$ cat src/rtl/zl_ts_packet_scheduler_pkg.sv
// Shared constants and state encodings for the TS packet scheduler and
// related multiplexer blocks.
package zl_ts_packet_scheduler_pkg;

    localparam int          TS_PKT_LEN   = 188;
    localparam logic [7:0]  TS_SYNC      = 8'h47;
    localparam logic [12:0] TS_NULL_PID  = 13'h1FFF;
    localparam logic [7:0]  TS_NULL_HDR3 = 8'h10;
    localparam logic [7:0]  TS_STUFF     = 8'hFF;

    typedef enum logic [1:0] {
        S_SEL  = 2'd0,
        S_USER = 2'd1,
        S_NULL = 2'd2,
        S_DROP = 2'd3
    } sched_state_t;

endpackage

$ cat src/rtl/zl_ts_null_gen.sv
// Null TS packet byte generator: maps a byte index within the packet to the
// null-packet byte (4-byte header, then 0xFF stuffing). Purely combinational.
module zl_ts_null_gen
    import zl_ts_packet_scheduler_pkg::*;
#(
    parameter int          CNT_W     = 8,
    parameter logic [7:0]  Sync_byte = TS_SYNC,
    parameter logic [12:0] Null_pid  = TS_NULL_PID
) (
    input  logic [CNT_W-1:0] byte_cnt,
    output logic [7:0]       data
);

    // Header lookup with stuffing for every payload byte; CC is always 0.
    always_comb begin
        data = TS_STUFF;
        case (byte_cnt)
            CNT_W'(0): data = Sync_byte;
            CNT_W'(1): data = {3'b000, Null_pid[12:8]};
            CNT_W'(2): data = Null_pid[7:0];
            CNT_W'(3): data = TS_NULL_HDR3;
            default:   data = TS_STUFF;
        endcase
    end

endmodule

$ cat src/rtl/zl_ts_packet_scheduler.sv
// Packet-level scheduler ahead of the DVB-S core: per 188-byte slot it
// forwards a whole user packet, inserts a null packet, or drops one
// misaligned user byte while hunting for sync.
module zl_ts_packet_scheduler
    import zl_ts_packet_scheduler_pkg::*;
#(
    parameter int          Pkt_len   = TS_PKT_LEN,
    parameter logic [7:0]  Sync_byte = TS_SYNC,
    parameter logic [12:0] Null_pid  = TS_NULL_PID,
    parameter int          Cnt_width = 16
) (
    input  logic                 clk,
    input  logic                 rst,
    input  logic                 en,
    input  logic                 user_pkt_ready,
    input  logic [7:0]           data_in,
    input  logic                 data_in_req,
    output logic                 data_in_ack,
    output logic [7:0]           data_out,
    output logic                 data_out_req,
    input  logic                 data_out_ack,
    output logic                 busy,
    output logic                 sync_err,
    output logic [Cnt_width-1:0] user_pkt_cnt,
    output logic [Cnt_width-1:0] null_pkt_cnt
);

    localparam int            CW       = $clog2(Pkt_len);
    localparam logic [CW-1:0] LAST_IDX = CW'(Pkt_len - 1);

    sched_state_t  state;
    logic [CW-1:0] byte_cnt;
    logic [7:0]    null_byte;
    logic          out_xfer;
    logic          in_xfer;

    zl_ts_null_gen #(
        .CNT_W     (CW),
        .Sync_byte (Sync_byte),
        .Null_pid  (Null_pid)
    ) u_null_gen (
        .byte_cnt (byte_cnt),
        .data     (null_byte)
    );

    assign out_xfer = data_out_req && data_out_ack;
    assign in_xfer  = data_in_req && data_in_ack;
    assign busy     = (state == S_USER) || (state == S_NULL);

    // Output/handshake steering: USER is a zero-latency pass-through, NULL
    // sources the generator, DROP swallows one byte and flags it.
    always_comb begin
        data_out     = '0;
        data_out_req = 1'b0;
        data_in_ack  = 1'b0;
        sync_err     = 1'b0;
        case (state)
            S_USER: begin
                data_out     = data_in;
                data_out_req = data_in_req;
                data_in_ack  = data_out_ack;
            end
            S_NULL: begin
                data_out     = null_byte;
                data_out_req = 1'b1;
            end
            S_DROP: begin
                data_in_ack = 1'b1;
                sync_err    = data_in_req;
            end
            default: ;
        endcase
    end

    // Packet FSM: one SEL decision cycle per slot, byte counting on output
    // transfers, statistics bumped on the last byte of each packet.
    always_ff @(posedge clk) begin
        if (rst) begin
            state        <= S_SEL;
            byte_cnt     <= '0;
            user_pkt_cnt <= '0;
            null_pkt_cnt <= '0;
        end else begin
            case (state)
                S_SEL: begin
                    if (en) begin
                        byte_cnt <= '0;
                        if (user_pkt_ready && data_in_req && (data_in == Sync_byte))
                            state <= S_USER;
                        else if (user_pkt_ready && data_in_req)
                            state <= S_DROP;
                        else
                            state <= S_NULL;
                    end
                end
                S_USER, S_NULL: begin
                    if (out_xfer) begin
                        if (byte_cnt == LAST_IDX) begin
                            byte_cnt <= '0;
                            state    <= S_SEL;
                            if (state == S_USER)
                                user_pkt_cnt <= user_pkt_cnt + Cnt_width'(1);
                            else
                                null_pkt_cnt <= null_pkt_cnt + Cnt_width'(1);
                        end else begin
                            byte_cnt <= byte_cnt + CW'(1);
                        end
                    end
                end
                S_DROP: begin
                    if (in_xfer)
                        state <= S_SEL;
                end
                default: state <= S_SEL;
            endcase
        end
    end

endmodule

$ cat config.mk
export PLATFORM = sky130hd
export DESIGN_NAME = zl_ts_packet_scheduler
export DESIGN_NICKNAME = d
export VERILOG_FILES = /design/src/rtl/zl_ts_packet_scheduler_pkg.sv /design/src/rtl/zl_ts_null_gen.sv /design/src/rtl/zl_ts_packet_scheduler.sv
export SDC_FILE = /design/constraint.sdc
export NUM_CORES = 1
export LEC_CHECK = 0
export CAP_MARGIN = 5
export CORE_MARGIN = 2
export CORE_UTILIZATION = 49
export DETAILED_ROUTE_END_ITERATION = 10
export HOLD_SLACK_MARGIN = 0.03
export PLACE_DENSITY = 0.77
export SETUP_SLACK_MARGIN = 0.5
export SLEW_MARGIN = 10
export SYNTH_ARGS = -nofsm -noshare
export SYNTH_HDL_FRONTEND = slang
export SYNTH_SLANG_ARGS = --single-unit
$ cat constraint.sdc
create_clock -name clk -period 3.1 [get_ports clk]
set_input_delay 0.62 -clock clk [delete_from_list [all_inputs] [get_ports clk]]
set_output_delay 0.62 -clock clk [all_outputs]
set_load 0.01 [all_outputs]
=== After elaboration in Yosys (flattened, before gate mapping) ===
Index checks and enable logic that the tools add are counted.

* Reduce and logical (&&, ||, !) cells: 13
* Add/subtract/negate cells: 3
* Bitwise logic cells: 1
* Mux-type cells: 16
* Equality and inequality tests: 11

{| class="wikitable"
|+ Operator list
! kind !! count
|-
| 16-bit by 1-bit adder with 16-bit output (second input constant) || 2
|-
| 8-bit one-hot mux with 2 select lines || 2
|-
| 8-bit two-way mux || 3
|-
| 8-bit one-hot mux with 3 select lines || 1
|-
| 4-bit AND reduction || 3
|-
| 2-bit two-way mux || 5
|-
| 8-bit by 1-bit adder with 8-bit output (second input constant) || 1
|-
| 8-bit by 1-bit equality test with 1-bit output (second input constant) || 1
|-
| 8-bit by 2-bit equality test with 1-bit output (second input constant) || 1
|-
| 8-bit by 7-bit equality test with 1-bit output (second input constant) || 1
|-
| 8-bit equality test (second input constant) || 1
|-
| 8-bit zero test || 1
|-
| 2-bit != test (second input constant) || 4
|-
| 2-bit one-hot mux with 3 select lines || 1
|-
| 2-bit equality test (second input constant) || 2
|-
| 1-bit logical AND || 4
|-
| 1-bit one-hot mux with 2 select lines || 2
|-
| 3-bit AND reduction || 1
|-
| 2-bit by 1-bit equality test with 1-bit output (second input constant) || 1
|-
| 2-bit zero test || 1
|-
| 1-bit two-way mux || 2
|-
| 2-bit nonzero test || 1
|-
| 2-bit OR reduction || 1
|-
| 1-bit logical OR || 1
|-
| 1-bit NOT || 1
|}

* Output and inout bits: 44
* Input port bits: 14
* Logic and storage cells: 48
* Bits in registers: 42

=== Logic depth before layout (Yosys ltp) ===
Gate-level depths: netlist of run 1.

* Depth in word-level cells: 5
* Gate-level depth with buffers: 9
* Depth with buffers taken out: 7

=== Hierarchy ===
A second synthesis of run 1 with hierarchy kept.

* Cells, all modules: 279
* Area total of the unflattened synthesis: 2,387.3 sq um

{| class="wikitable"
|+ Modules (own cells, without submodules)
! module !! instances !! area each (sq um) !! sequential area each (sq um) !! cells each
|-
| zl_ts_packet_scheduler || 1 || 2,296.0 || 840.8 || 266
|-
| zl_ts_null_gen || 1 || 91.3 || 0.0 || 13
|}

=== Worst setup path after synthesis of run 1 ===
No wires, ideal clock.

* Path kind: register -> register
* From: register state[0]
* To: register null_pkt_cnt[15]
* Buffers on the path: 2
* Period minus slack after synthesis: 2,312 ps
* Slack: 788 ps
* Setup time: 128 ps
* Required time: 2,972 ps
* Cell stages (with the launch flop): 10
* Arrival time: 2,185 ps
* Cell sequence: dfxtp_1 inv_1 ha_1 nand2_1 or4_1 buf_2 buf_6 nor4_4 xnor2_1 nor2_1

* Cells in the longest elaborated chain, start to end: 4
* Elaborated cells between the ends (all ways): 7
* Classes of those cells: eq/ne: 2; mux: 1; bitwise: 1; reduce/logical: 3

{| class="wikitable"
|+ Ends and longest elaborated chain
! what !! RTL line !! source
|-
| start: declaration || zl_ts_packet_scheduler.sv:31 || <nowiki>sched_state_t state;</nowiki>
|-
| start signal: assignment || zl_ts_packet_scheduler.sv:79 || <nowiki>state <= S_SEL;</nowiki>
|-
| start signal: assignment || zl_ts_packet_scheduler.sv:89 || <nowiki>state <= S_USER;</nowiki>
|-
| start signal: assignment || zl_ts_packet_scheduler.sv:91 || <nowiki>state <= S_DROP;</nowiki>
|-
| 2-bit equality test / 2-bit by 1-bit equality test with 1-bit output (equally long branches) || zl_ts_packet_scheduler.sv:57, zl_ts_packet_scheduler.sv:84, zl_ts_packet_scheduler.sv:101 ||
|-
| 1-bit one-hot mux with 2 select lines || zl_ts_packet_scheduler.sv:57 || <nowiki>case (state)</nowiki>
|-
| 1-bit logical AND || zl_ts_packet_scheduler.sv:46 || <nowiki>assign out_xfer = data_out_req && data_out_ack;</nowiki>
|-
| 4-bit AND reduction (no line) * || - ||
|-
| end signal: assignment || zl_ts_packet_scheduler.sv:104 || <nowiki>null_pkt_cnt <= null_pkt_cnt + Cnt_width'(1);</nowiki>
|-
| end: declaration || zl_ts_packet_scheduler.sv:25 || <nowiki>output logic [Cnt_width-1:0] null_pkt_cnt</nowiki>
|}

Every way passes the cells marked *; elsewhere a longest branch is shown, timed or not.
A chain may end at the register's enable or synchronous reset.

=== Final worst setup path of run 1 ===
* From: register byte_cnt[4]
* To: output port data_out[6]

* Cells in the longest elaborated chain, start to end: 3
* Elaborated cells between the ends (all ways): 5
* Classes of those cells: eq/ne: 2; mux: 2; reduce/logical: 1

{| class="wikitable"
|+ Ends and longest elaborated chain
! what !! RTL line !! source
|-
| start: declaration || zl_ts_packet_scheduler.sv:32 || <nowiki>logic [CW-1:0] byte_cnt;</nowiki>
|-
| start signal: assignment || zl_ts_packet_scheduler.sv:106 || <nowiki>byte_cnt <= byte_cnt + CW'(1);</nowiki>
|-
| 8-bit by 2-bit equality test with 1-bit output (tied with other cells) || zl_ts_null_gen.sv:17 || <nowiki>case (byte_cnt)</nowiki>
|-
| 8-bit one-hot mux with 3 select lines * || zl_ts_null_gen.sv:17 ||
|-
| 8-bit one-hot mux with 2 select lines * || zl_ts_packet_scheduler.sv:57 ||
|-
| end: declaration || zl_ts_packet_scheduler.sv:19 || <nowiki>output logic [7:0] data_out,</nowiki>
|}

Marks and branches as above.

==> qor.txt, run 1 <==
Crit Reg-Reg Startpoint - state[1]
CTS Sinks - 42
PortBufs - 57
Biggest area consumer among synthesized cells - dfxtp_1
Unique masters post-synth - 40
Initial Util - 0.501
Simple-gate share of the synthesized area - 0.337
Worst EP arrival - 1.93 ns
Compound-Gate Fraction of Synth Area - 0.0905
Post-synthesis adder-cell area fraction - 0.0482
WP data required - 2.48 ns
Endpoint type of the worst setup path - primary output
CTS tree - yes
Post-CTS Hold Buffers - 0
#FFs+latches synth - 42
Avg Vias per Cell - 5.45
DP HPWL - 4010 um
Worst path cell trace - nor4_4 > nand2_2 > o31ai_4 > a21oi_1 > clkdlybuf4s50_1
Row Count - 25
Htree depth - 2
Antenna violations before repair - 0
GRT overflow - 0
Most frequent cells in the layout - clkdlybuf4s50_1 (50), nor2_1 (38), dfxtp_1 (37)
Clk pin slew, worst setup/hold paths - 0.08 ns
Mean Syn Cell Area - 8.08 sq um
Worst-Skew Late Latency - 0.29 ns
Hold Startpoint - byte_cnt[1]
R2r setup slk - 0.70 ns
Register area share after synthesis - 0.360
Worst hold stages - 2
Max-Slew Margin vs Limit - 0.567
CTS Buffer Depth - 2
Num CTS Buffers - 5
Share of cells above drive strength 1 - 0.118
Final Wtd Congestion - 0.899
Setup violators final - 0
Inst Count DP - 391
Xor/xnor share of the synthesized area - 0.112
Total power - 1.39 mW
Dominant synthesized flop cell - dfxtp_1
First-pass GRT wire length - 9180 um
Pins Over Slew Limit - 0
Largest family of logic cells by synthesized area - simple AND/OR/NAND/NOR gates
Drc violations - 0
Worst min-delay path class - flop to flop
Worst slack, placed - 0.249 ns
DR iter-0 viols - 106
Post-synth EDFFs - 0
Hold EP - byte_cnt[1]
WL met1 - 2670 um
Crit path kind - flop to primary output
Area of the multi-input gates - 1490 sq um
Commonest non-fill, non-tap cell in the layout - clkdlybuf4s50_1
Synth async-reset ratio - 0
Startpoint types - flop
Post-Syn Nets - 312
Vias in the first global route - 1946
Syn-to-layout area delta - 35.3%
Peak VDD IR - 316 uV
TritonRoute pass-1 iters - 4
Worst-margin pin slew - 0.642 ns
DR vias - 2191
Mapped cell area - 2340 sq um
Die Wd - 73.0 um
Pin count of the biggest net entering global routing - 43
Total die area - 5340 sq um
Fin cells - 402
Diodes inserted - 0
Period utilization - 0.821
Top sig layer - met4
Core area - 4660 sq um
Die Y - 73.0 um
Synth area leaders - dfxtp_1 (36%), xnor2_1 (6.4%), nor2_1 (6.3%), xor2_1 (4.9%), ha_1 (4.8%)
Fin. Hold Viols - 0
Synth top area share - 0.360
Routed met3 length - 220 um
Reg2Reg Depth - 8
Final clock skew - 0.00437 ns
Fillers - 389
Total Routing Usage GR - 0.220
Setup TNS - 0 ns
Status - finished clean
Crit path max fanout - 7
Fin worst setup slack - 0.554 ns
Synth Warn # - 0
Met2 routed WL - 2720 um
Mapped Cells - 289
Routed Antenna Nets - 0
Drt total wl - 5660 um
WL/cell - 14.1 um
Root Buffer - clkbuf_8
Area occupied by registers - 847 sq um
Post-route minimum period - 2.55 ns
RSZ-0062 raised after global routing - yes
Portion of netlist area occupied by mux cells - 0.00964
CP max stage delay - 0.48 ns
FF-to-FF End - null_pkt_cnt[13]
Slowest CP cell - clkdlybuf4s50_1
Achievable frequency - 393 MHz
Io pins - 58
Final nets - 370
Total of max-cap violations - 0
P per Cell Area - 440 nW/um^2
Pleak - 1.11 nW
Post-layout util - 0.678
-- worst max-delay path, delay by kind of cell (launching register included) --
family	cells	cell delay, ns
AND/OR/NAND/NOR	2	0.43
buffers and inverters	1	0.48
AO/OA/AOI/OAI	2	0.35
flip-flops	1	0.37
-- Yosys cell counts, drive strengths merged (2+ instances only) --
cell type,number
xor2,13
dfxtp,42
o21ai,11
nor3,7
o31ai,6
nor2b,10
mux2,2
nand3,20
xnor2,17
and2,4
and4,3
inv,10
nand4,13
nand2b,2
and3,6
ha,9
o41ai,2
or3,2
a21oi,14
clkbuf,11
nor2,39
nor4,11
buf,2
nand2,23
-- power by group --
part | switching [mW] | leakage, nW | internal, mW | total (mW)
clock | 0.187 | 0.0482 | 0.180 | 0.367
combinational | 0.251 | 0.723 | 0.212 | 0.463
sequential | 0.0113 | 0.341 | 0.550 | 0.562
total | 0.449 | 1.11 | 0.942 | 1.39
-- sequential cells by signal (all words and copies together), names as in the netlist --
name / cells
byte_cnt: 8
state: 2
user_pkt_cnt: 16
null_pkt_cnt: 16
-- area by class of cell --
type | instances | share of cell area
clock buffers | 7 | 0.0273
clock inverters | 1 | 0.00158
inverters | 11 | 0.0139
multi-input cells | 223 | 0.472
flip-flops and latches | 42 | 0.268
well taps | 54 | 0.0214
repair buffers | 64 | 0.196
-- kinds of logic (layout without fill, tap and decap cells) --
logic type / after synthesis / in the layout
compound gates: 36 / 36
flops: 42 / 42
buf+inv: 24 / 83
xor+xnor: 30 / 30
simple gates: 146 / 146
mux: 2 / 2
fa+ha+maj: 9 / 9
-- per-stage QoR --
stage	instance area, sq um	hold WS (ns)
after global routing	3160	0.509
after detailed placement	2950	0.495
after floorplan	2340	0.459
after global placement	2950	0.485
final	3160	0.482
after CTS	3090	0.484
-- worst max-delay path by stage --
stage,from,endpoint,cells past startpoint
2_1_floorplan,state[0],null_pkt_cnt[15],9
3_3_place_gp,data_in_req,null_pkt_cnt[9],7
3_5_place_dp,data_in_req,null_pkt_cnt[13],7
4_1_cts,byte_cnt[4],data_out[6],5
5_1_grt,byte_cnt[1],data_out[4],7
6_report,byte_cnt[4],data_out[6],5
-- routing by layer --
layer,up-vias,global-route usage
li1,1129,-
met1,1014,0.299
met2,43,0.346
met3,5,0.0552
met4,0,0.0617
met5,-,0
-- repair_timing --
action	4_1_cts	5_1_grt
hold endpoints to repair	0	0
buffers inserted	1	2
gates resized for setup	17	16
pin swaps	3	3
setup endpoints to repair	9	8
No activity file was read; power rests on OpenSTA's default activity.
==> run 2, diff against run 1 <==
Settings changed: CORE_UTILIZATION 49 to 44, PLACE_DENSITY 0.77 to 0.72.
Clock period 3.1 ns to 2.2 ns, I/O delays scaled along.
==> run 2 against run 1 <==
Compared with the run above:
- the run now ends with negative setup slack left
- utilization increased by 19 points
- cell count increased by 17%
- worst setup slack got worse by 0.63 ns
- critical path type unchanged
- sequential power increased by 41%
- register-to-register slack got worse by 0.77 ns
- sequential share of layout area decreased by 6.7 points
- cell area increased by 40%
- non-clock buffer count increased by 53
- clock skew increased by 0.0068 ns
- global-route usage increased by 5.6 points
- clock power increased by 73%
- first-iteration DRC count increased to 3.1 times the previous value
==> qor.txt, run 2 (synthesized netlist as in run 1, its figures left out) <==
Status - finished, violations left
Failing checks - negative setup slack
CTS Buffer Depth - 2
RSZ-0062 raised after global routing - yes
Io pins - 58
WL met1 - 4200 um
Drt total wl - 10800 um
R2r setup slk - -0.07 ns
Worst min-delay path class - flop to flop
Most frequent cells in the layout - nor2_1 (34), buf_4 (31), clkdlybuf4s50_1 (23), buf_6 (23), dfxtp_2 (22)
Endpoint type of the worst setup path - primary output
WP data required - 1.76 ns
DP HPWL - 4390 um
Final nets - 423
WL/cell - 22.9 um
Routed Antenna Nets - 0
Diodes inserted - 0
CP max stage delay - 0.35 ns
CTS Sinks - 42
Final instance area - 4410 sq um
Fillers - 217
Antenna violations before repair - 0
First-pass GRT wire length - 13200 um
Met2 routed WL - 5080 um
Die Y - 76.9 um
Worst-Skew Late Latency - 0.31 ns
P per Cell Area - 621 nW/um^2
Fin. Hold Viols - 0
DR vias - 2953
Pleak - 2.04 nW
Row Count - 26
Core area - 5110 sq um
Drc violations - 0
Area occupied by registers - 887 sq um
FF-to-FF End - null_pkt_cnt[1]
Total of max-cap violations - 0
Achievable frequency - 439 MHz
Crit Reg-Reg Startpoint - state[0]
Area of the multi-input gates - 2050 sq um
Hold Startpoint - user_pkt_cnt[1]
Commonest non-fill, non-tap cell in the layout - nor2_1
Pins Over Slew Limit - 0
Worst-margin pin slew - 0.520 ns
Avg Vias per Cell - 6.27
Num CTS Buffers - 5
Startpoint types - flop
PortBufs - 57
Routed met3 length - 920 um
Root Buffer - clkbuf_8
Initial Util - 0.457
Worst path cell trace - nor4_4 > nand2_2 > o41ai_4 > buf_4 > a21oi_2 > buf_2
Die Wd - 76.9 um
Worst EP arrival - 1.84 ns
Placed instance area - 3210 sq um
Share of cells above drive strength 1 - 0.466
Worst hold slack - 0.498 ns
Max-Slew Margin vs Limit - 0.653
Final clock skew - 0.0112 ns
DR iter-0 viols - 326
Hold EP - user_pkt_cnt[1]
Clk pin slew, worst setup/hold paths - 0.08 ns
Post-route minimum period - 2.28 ns
Setup violators final - 6
Syn-to-layout area delta - 88.9%
Total Routing Usage GR - 0.276
Worst slack, placed - -0.258 ns
Fin cells - 471
Post-CTS Hold Buffers - 0
Biggest regs - null_pkt_cnt x16, user_pkt_cnt x16, byte_cnt x8
Inst Count DP - 426
Slowest CP cell - dfxtp_2
GRT overflow - 0
Vias in the first global route - 2671
Crit path max fanout - 4
Top sig layer - met4
CTS tree - yes
Total die area - 5910 sq um
Peak VDD IR - 442 uV
Final Wtd Congestion - 0.860
CP delay by family, top - simple AND/OR/NAND/NOR gates
Worst hold stages - 2
Htree depth - 2
Bufs and invs on worst path - 2
Fin worst setup slack - -0.0766 ns
Reg2Reg Depth - 9
Crit path kind - flop to primary output
Pin count of the biggest net entering global routing - 43
TritonRoute pass-1 iters - 5
Period utilization - 1.03
[run 2: changes by cell type in the layout (fill, tap and decap cells not counted), moves of 8 or more]
cell,before,now
buf_2,0,8
nor4_4,3,11
buf_4,7,31
buf_6,0,23
dfxtp_1,37,15
o21ai_0,10,2
dlymetal6s2s_1,1,15
dfxtp_2,5,22
clkdlybuf4s50_1,50,23
[run 2: area by class of cell]
type                       count  share of cell area
multi-input combinational    223               0.465
timing repair buffer         117               0.276
sequential                    42               0.201
tap                           70              0.0199
clock buffer                   6              0.0164
inverter                      11              0.0128
clock inverter                 2             0.00851
[run 2: worst max path at each step]
stage / to / cells after the start / slack (ns) / start
detailed placement: user_pkt_cnt[13] / 7 / -0.26 / data_in_req
CTS: data_out[2] / 6 / 0.007 / byte_cnt[4]
finish: data_out[0] / 6 / -0.08 / byte_cnt[5]
global placement: null_pkt_cnt[12] / 7 / -0.19 / data_in_req
floorplan: null_pkt_cnt[4] / 9 / 0.21 / state[0]
global route: null_pkt_cnt[5] / 9 / -0.12 / state[1]
[run 2: routing by layer]
metal / vias to the layer above / track usage
met2: 223 / 0.479
met1: 1432 / 0.325
li1: 1237 / -
met5: - / 0
met4: 0 / 0.122
met3: 61 / 0.0624
[run 2: where the power goes]
group          switching, mW  internal, mW  leakage (nW)
Clock                  0.294         0.339        0.0514
Combinational          0.700         0.612          1.64
Sequential            0.0227         0.772         0.354
Total                   1.02          1.72          2.04
[run 2: worst min-delay path, cell delays in order, from the launching register on]
cell and delay (ns):
dfxtp_2 0.36, nand2_1 0.06, a21oi_1 0.05
[run 2: repair_timing]
| item | 4_1_cts | 5_1_grt |
|---|---|---|
| gates cloned | 2 | 1 |
| pin swaps | 24 | 51 |
| gates resized for setup | 156 | 96 |
| buffers inserted | 22 | 12 |
| endpoints found under the setup margin | 73 | 73 |
[run 2: metrics by stage]
step,power (mW),util,TNS [ns]
2_1_floorplan,1.18,-,0
3_3_place_gp,1.47,0.629,-1.87
3_5_place_dp,1.48,0.629,-2.69
4_1_cts,2.33,0.761,0
5_1_grt,2.81,0.864,-0.700
6_report,2.74,0.864,-0.299
==> run 3, diff against run 2 <==
Settings changed: CORE_MARGIN 2 to not set, CORE_UTILIZATION 44 to 53, GPL_ROUTABILITY_DRIVEN set to 0, PLACE_DENSITY 0.72 to 0.82.
Clock period 2.2 ns to 2.8 ns, I/O delays scaled along.
==> run 3 against run 2 <==
Compared with the run above:
- the flow now finishes without violations
- sequential cell count unchanged
- worst setup slack improved by 0.56 ns
- cell count shrank 14%
- combinational power fell by 60%
- largest power group is now registers
==> qor.txt, run 3 (synthesized netlist as in run 1, its figures left out) <==
Status - finished clean
Die Y - 68.4 um
Most frequent cells in the layout - clkdlybuf4s50_1 (45), nor2_1 (38), dfxtp_1 (36)
Endpoint type of the worst setup path - primary output
Sequential share of power - 0.404
DR iter-0 viols - 188
P per Cell Area - 470 nW/um^2
Core area - 4120 sq um
WL/cell - 15.1 um
Post-CTS Hold Buffers - 0
Drt total wl - 6080 um
Startpoint types - flop
Share of cells above drive strength 1 - 0.170
Fin worst setup slack - 0.482 ns
Worst EP arrival - 1.76 ns
Clk pin slew, worst setup/hold paths - 0.08 ns
Combinational power share - 0.340
Period utilization - 0.828
Placed instance area - 2960 sq um
Max-Slew Margin vs Limit - 0.504
Worst-Skew Late Latency - 0.30 ns
Achievable frequency - 431 MHz
Pin count of the biggest net entering global routing - 43
Peak VDD IR - 366 uV
Int Pwr - 1.01 mW
TritonRoute pass-1 iters - 4
Worst slack, placed - 0.0920 ns
Die Wd - 68.4 um
Io pins - 58
Total Routing Usage GR - 0.265
Switching Power - 0.533 mW
Routed Antenna Nets - 0
Htree depth - 2
CTS Sinks - 42
Vias in the first global route - 2091
CTS Buffer Depth - 2
Root Buffer - clkbuf_8
Pins Over Slew Limit - 0
DR vias - 2292
Avg Vias per Cell - 5.69
GRT overflow - 0
Setup TNS - 0 ns
Fin. Hold Viols - 0
Total die area - 4680 sq um
Post-layout util - 0.798
Antenna violations before repair - 0
Worst min-delay path class - flop to flop
Sw Ratio - 0.346
PortBufs - 57
Pleak - 1.22 nW
Final clock skew - 0.00730 ns
Commonest non-fill, non-tap cell in the layout - clkdlybuf4s50_1
CTS tree - yes
Setup violators final - 0
Crit path kind - flop to primary output
Clk pwr share - 0.256
WP data required - 2.24 ns
RSZ-0062 raised after global routing - yes
Worst-margin pin slew - 0.737 ns
Drc violations - 0
Num CTS Buffers - 5
Diodes inserted - 0
Total power - 1.54 mW
Syn-to-layout area delta - 40.5%
DP HPWL - 4050 um
Final instance area - 3280 sq um
Post-route minimum period - 2.32 ns
Row Count - 23
Crit path max fanout - 4
Total of max-cap violations - 0
Biggest regs - null_pkt_cnt x16, user_pkt_cnt x16, byte_cnt x8
First-pass GRT wire length - 9340 um
Initial Util - 0.568
Final nets - 375
## run 3: worst paths after layout
check / end / slack, ns / from / cells after the start
max: data_out[6] / 0.48 / byte_cnt[3] / 6
min: byte_cnt[1] / 0.51 / byte_cnt[1] / 2
max reg2reg: null_pkt_cnt[7] / 0.59 / state[1] / 8
min reg2reg: byte_cnt[1] / 0.51 / byte_cnt[1] / 2
## run 3: worst max-delay path, cell delays in order, from the launching register on
cell and delay (ns):
dfxtp_4 0.36, nor4_4 0.25, nand2_1 0.09, buf_4 0.15, o31ai_2 0.22, a21oi_1 0.09
dlygate4sd2_1 0.29
## run 3: final cells by class
class	count	area (sq um)
repair buffers	69	663
well taps	50	62.6
flip-flops and latches	42	861
clock inverters	2	13.8
multi-input cells	223	1560
clock buffers	6	72.6
inverters	11	46.3
fillers	295	833
## run 3: repair_timing
action	in CTS	in global routing
resized for setup	40	28
cloned	0	0
setup endpoints to repair	22	29
endpoints found under the hold margin	0	0
pin swaps	2	1
setup buffers	4	2
## run 3: layer usage
metal,global-route usage,up-vias,share of wire
met5,0,-,0
met4,0.0938,0,0.012
met2,0.439,56,0.48
met3,0.0550,8,0.050
li1,-,1137,-
met1,0.335,1091,0.46
## run 3: per-stage QoR
stage          cells  hold WS (ns)
2_1_floorplan    289         0.459
3_3_place_gp     389         0.489
3_5_place_dp     389         0.503
4_1_cts          401         0.489
5_1_grt          403         0.551
6_report         403         0.513
## run 3: power by group through the flow
stage                     registers [mW]  logic, mW  clock network, mW
after global placement             0.630      0.449                  0
after global routing               0.625      0.571              0.420
after CTS                          0.618      0.487              0.398
final                              0.623      0.525              0.395
after detailed placement           0.631      0.458                  0
after floorplan                    0.629      0.268                  0
==> edit 1 (settings of run 3) <==
Change the package constant `TS_PKT_LEN` from 188 to 376.
--- a/src/rtl/zl_ts_packet_scheduler_pkg.sv
+++ b/src/rtl/zl_ts_packet_scheduler_pkg.sv
@@ -2,7 +2,7 @@
 // related multiplexer blocks.
 package zl_ts_packet_scheduler_pkg;
 
-    localparam int          TS_PKT_LEN   = 188;
+    localparam int          TS_PKT_LEN   = 376;
     localparam logic [7:0]  TS_SYNC      = 8'h47;
     localparam logic [12:0] TS_NULL_PID  = 13'h1FFF;
     localparam logic [7:0]  TS_NULL_HDR3 = 8'h10;
Formal check against the unedited RTL: no difference found for any inputs over 10 cycles, from zero or initial values and one cycle with rst high; that may be too few to reach the edited logic, so the function may still have changed.
==> edit 1 against run 3 <==
  * Wire length rose by 9.4%
  * Critical path depth is the same
  * Register-to-register slack better by 0.03 ns
  * Sequential power increased by 2%
  * Design area grew 2.9%
  * Core utilization down 2.2 points
  * Cell count rose by 6.5%
  * Worst hold slack improved by 0.017 ns
  * Synthesized area increased by 3.2%
  * Setup slack improved by 0.10 ns
  * Sequential cell count is 1 higher
  * First-iteration DRC count increased by 13%
  * Total power rose by 0.48%
  * Largest power group unchanged
==> edit 1: results <==
run_status:
  status: "completed"
worst_setup_path:
  reg2reg_slack_ns: 0.62
  worstRegToRegCells: 7
  cp_max_fo: 6
  arrival_ns: 2.40
  r2r-end: "null_pkt_cnt[13]"
cells_and_area:
  seq_share: 0.2613
  signal_buffers: 71
  finalNetCount: 399
  nMultiInputCombCells: 240
  clkCellAreaFrac: 0.02743
  utilization: 0.7753
  nonClkBufAreaFrac: 0.1909
  drive_gt1_frac: 0.1777
  multi_input_area_sq_um: 1632
  fillers: 316
  n_all_inverters: 15
synthesis:
  ys_seq_area_frac: 0.3570
  synthesis.nets: 332
  ys_types: 37
  syn_inst: 309
hold_path:
  min_to: "byte_cnt[2]"
  min_path_cells: 1
  hp-start: "byte_cnt[2]"
clock_tree:
  cts.repair.resized: 37
  cts_setup_buffers: 5
  tritoncts_num_sinks: 43
place:
  place_ws_ns: 0.1955
  placed_area_sq_um: 3004
route:
  dr.pass1.iters: 6
  wirelength_um: 6652
  first_iter_violations: 213
global_routing:
  grt_pass1_vias: 2323
  grt_first_pass_wirelength_um: 10860
timing:
  finalClockSkew_ns: 0.01034
power_and_ir_drop:
  p_int_mw: 1.013
  peakVddDrop_uv: 410.2
edit 1: cell types whose count changed in the layout (fill, tap and decap cells not counted), moves of 5 or more:
cell / run 3 / this run
nor2b_1: 10 / 2
xnor2_1: 17 / 26
dlygate4sd2_1: 6 / 1
nand2_1: 23 / 31
a21oi_1: 12 / 22
nor4_1: 0 / 8
nand4_1: 13 / 8
xor2_1: 13 / 0
edit 1: metal layers:
metal / vias up / track usage / routed length (um)
li1: 1240 / - / -
met1: 1177 / 0.3530 / 2960
met2: 94 / 0.4693 / 3265
met3: 9 / 0.04942 / 350
met4: 0 / 0.08163 / 76
met5: - / 0 / 0
edit 1: worst max path at each step:
| stage | slack, ns | end | startpoint |
|---|---|---|---|
| 5_1_grt | 0.48 | data_out[3] | byte_cnt[4] |
| 3_3_place_gp | 0.24 | null_pkt_cnt[14] | data_in_req |
| 3_5_place_dp | 0.20 | null_pkt_cnt[15] | data_in_req |
| 6_report | 0.59 | null_pkt_cnt[13] | data_out_ack |
| 4_1_cts | 0.31 | data_out[0] | byte_cnt[0] |
| 2_1_floorplan | 0.60 | null_pkt_cnt[8] | state[1] |
edit 1: cell families after synthesis:
group	share of synthesized area
xor+xnor	0.09445
buf+inv	0.05033
flops	0.3570
simple gates	0.3192
compound gates	0.1323
fa+ha+maj	0.04671
edit 1: power groups by stage:
stage | combinational (mW) | sequential (mW) | clock [mW]
after global routing | 0.539 | 0.637 | 0.445
after CTS | 0.453 | 0.630 | 0.421
after detailed placement | 0.374 | 0.644 | 0
after floorplan | 0.236 | 0.642 | 0
after global placement | 0.371 | 0.644 | 0
final | 0.497 | 0.636 | 0.417
edit 1: critical path: stages:
cell             delay (ns)
clkdlybuf4s50_1        0.52
nand2_2                0.12
or4b_4                 0.64
nor4_1                 0.36
xnor2_1                0.16
nor2_1                 0.05
==> edit 2 (config.mk and constraints of run 3) <==
Made on the original files. The 4 states of `sched_state_t` get a one-hot encoding in 4 bits.
--- a/src/rtl/zl_ts_packet_scheduler_pkg.sv
+++ b/src/rtl/zl_ts_packet_scheduler_pkg.sv
@@ -8,11 +8,11 @@
     localparam logic [7:0]  TS_NULL_HDR3 = 8'h10;
     localparam logic [7:0]  TS_STUFF     = 8'hFF;
 
-    typedef enum logic [1:0] {
-        S_SEL  = 2'd0,
-        S_USER = 2'd1,
-        S_NULL = 2'd2,
-        S_DROP = 2'd3
+    typedef enum logic [3:0] {
+        S_SEL  = 4'b0001,
+        S_USER = 4'b0010,
+        S_NULL = 4'b0100,
+        S_DROP = 4'b1000
     } sched_state_t;
 
 endpackage
Check against the original RTL: no difference found for any inputs over 10 cycles, from zero or initial values and one cycle with rst high; not proved beyond that.
==> edit 2 against run 3 <==
  * Total power is 4.1% higher
  * Design area grew 11%
  * Critical path type unchanged
  * Via count is 19% higher
  * Sequential cell count rose by 2
  * Critical endpoint is now data_out[3]
  * Highest routed layer unchanged
  * Wire length up 12%
  * Synthesized area increased by 15%
  * Setup slack worse by 0.043 ns
  * Count of clock-buffer cells in the layout unchanged
==> edit 2: results <==
synthesis:
  async_flop_share: 0
  synth_top_cells_by_area: "dfxtp_1, a21oi_1, nand2_1"
  yosysWarningCount: 0
  ys_types: 58
  dominantRegCellSynth: "dfxtp_1"
  synthesis.nets: 336
  ys_seq_area_frac: 0.3276
  ys_top_cells_by_count: "dfxtp_1, nand2_1, a21oi_1"
route:
  top_layer: "met4"
  wl_met1_um: 3129
  wl_met2_um: 3324
  via_per_inst: 5.907
  first_iter_violations: 104
  routed-wl-met3_um: 232
  dr.pass1.iters: 4
  drt-wirelength-per-cell_um: 14.83
power_and_ir_drop:
  p_leak_nw: 1.344
  peakVddDrop_uv: 358.6
  clockPowerShare: 0.326
  p_sw_mw: 0.4710
worst_setup_path:
  worst_path_max_delay_cell: "dfxtp_4"
  max_stage_delay_ns: 0.36
  arrival_ns: 1.80
  cp_max_fo: 4
  critPathTopFamily: "simple AND/OR/NAND/NOR gates"
global_routing:
  grt_pass1_vias: 2479
  grt_util_all_layers: 0.2618
  grt_max_degree: 25
  grt_first_pass_wirelength_um: 10980
cells_and_area:
  antennaDiodeCount: 0
  fillers: 361
  finalNetCount: 411
  drive_gt1_frac: 0.1985
run_status:
  status: "completed"
timing:
  worst_pin_slew_ns: 0.5355
  finalClockSkew_ns: 0.004611
clock_tree:
  ctsHtreeMaxLevel: 2
place:
  hpwl_um: 4693
[edit 2: changes by cell type in the layout (fill, tap and decap cells not counted), moves of 6 or more]
cell,run 3,this run
nor4_4,6,0
nor2_1,38,13
nand2_1,23,29
a21oi_1,12,24
or3_1,2,12
buf_4,10,25
or4_1,0,13
xnor2_1,17,1
nor4_1,0,6
o31ai_1,5,14
xor2_1,13,2
[edit 2: final timing paths]
kind / start / endpoint / slack, ns / cells after the start
worst min-delay path: null_pkt_cnt[15] / null_pkt_cnt[15] / 0.49 / 2
worst max-delay path: byte_cnt[7] / data_out[3] / 0.44 / 6
worst min register to register: null_pkt_cnt[15] / null_pkt_cnt[15] / 0.49 / 2
worst max register to register: byte_cnt[0] / byte_cnt[7] / 0.70 / 6
[edit 2: cell families after synthesis]
| logic type | Yosys count | synth area share |
|---|---|---|
| compound gates | 75 | 0.1927 |
| xor+xnor | 3 | 0.009774 |
| fa+ha+maj | 5 | 0.02327 |
| buf+inv | 27 | 0.04653 |
| flops | 44 | 0.3276 |
| mux | 13 | 0.05351 |
| simple gates | 150 | 0.3467 |
[edit 2: layout make-up]
| class | count | area (sq um) | area share |
|---|---|---|---|
| timing repair buffer | 84 | 740.7 | 0.2040 |
| clock buffer | 6 | 82.58 | 0.02274 |
| inverter | 11 | 41.29 | 0.01137 |
| multi-input combinational | 246 | 1744 | 0.4804 |
| sequential | 44 | 899.6 | 0.2478 |
| tap | 67 | 83.83 | 0.02309 |
| clock inverter | 2 | 38.79 | 0.01068 |
[edit 2: power groups by stage]
| stage | Clock (mW) | Sequential [mW] | Combinational (mW) |
|---|---|---|---|
| floorplan | 0 | 0.660 | 0.298 |
| global placement | 0 | 0.685 | 0.380 |
| detailed placement | 0 | 0.685 | 0.385 |
| CTS | 0.524 | 0.674 | 0.386 |
| global route | 0.555 | 0.672 | 0.445 |
| finish | 0.522 | 0.669 | 0.413 |
[edit 2: timing repair]
item,CTS,global route
gates resized for setup,39,25
pin swaps,5,8
endpoints found under the setup margin,15,19
setup buffers,7,6
[edit 2: through the flow]
| stage | cell area (sq um) | power, mW | instances | worst slack (ns) |
|---|---|---|---|---|
| after floorplan | 2689 | 0.9580 | 317 | 0.7976 |
| after global placement | 3364 | 1.066 | 439 | 0.1987 |
| after detailed placement | 3364 | 1.071 | 439 | 0.1558 |
| after CTS | 3562 | 1.584 | 454 | 0.2985 |
| after global routing | 3631 | 1.672 | 460 | 0.3670 |
| final | 3631 | 1.605 | 460 | 0.4395 |
[edit 2: routing by layer]
metal	GRT usage	up-vias
met5	0	-
met4	0.1133	0
met3	0.04006	12
met2	0.4311	53
met1	0.3390	1301
li1	-	1351
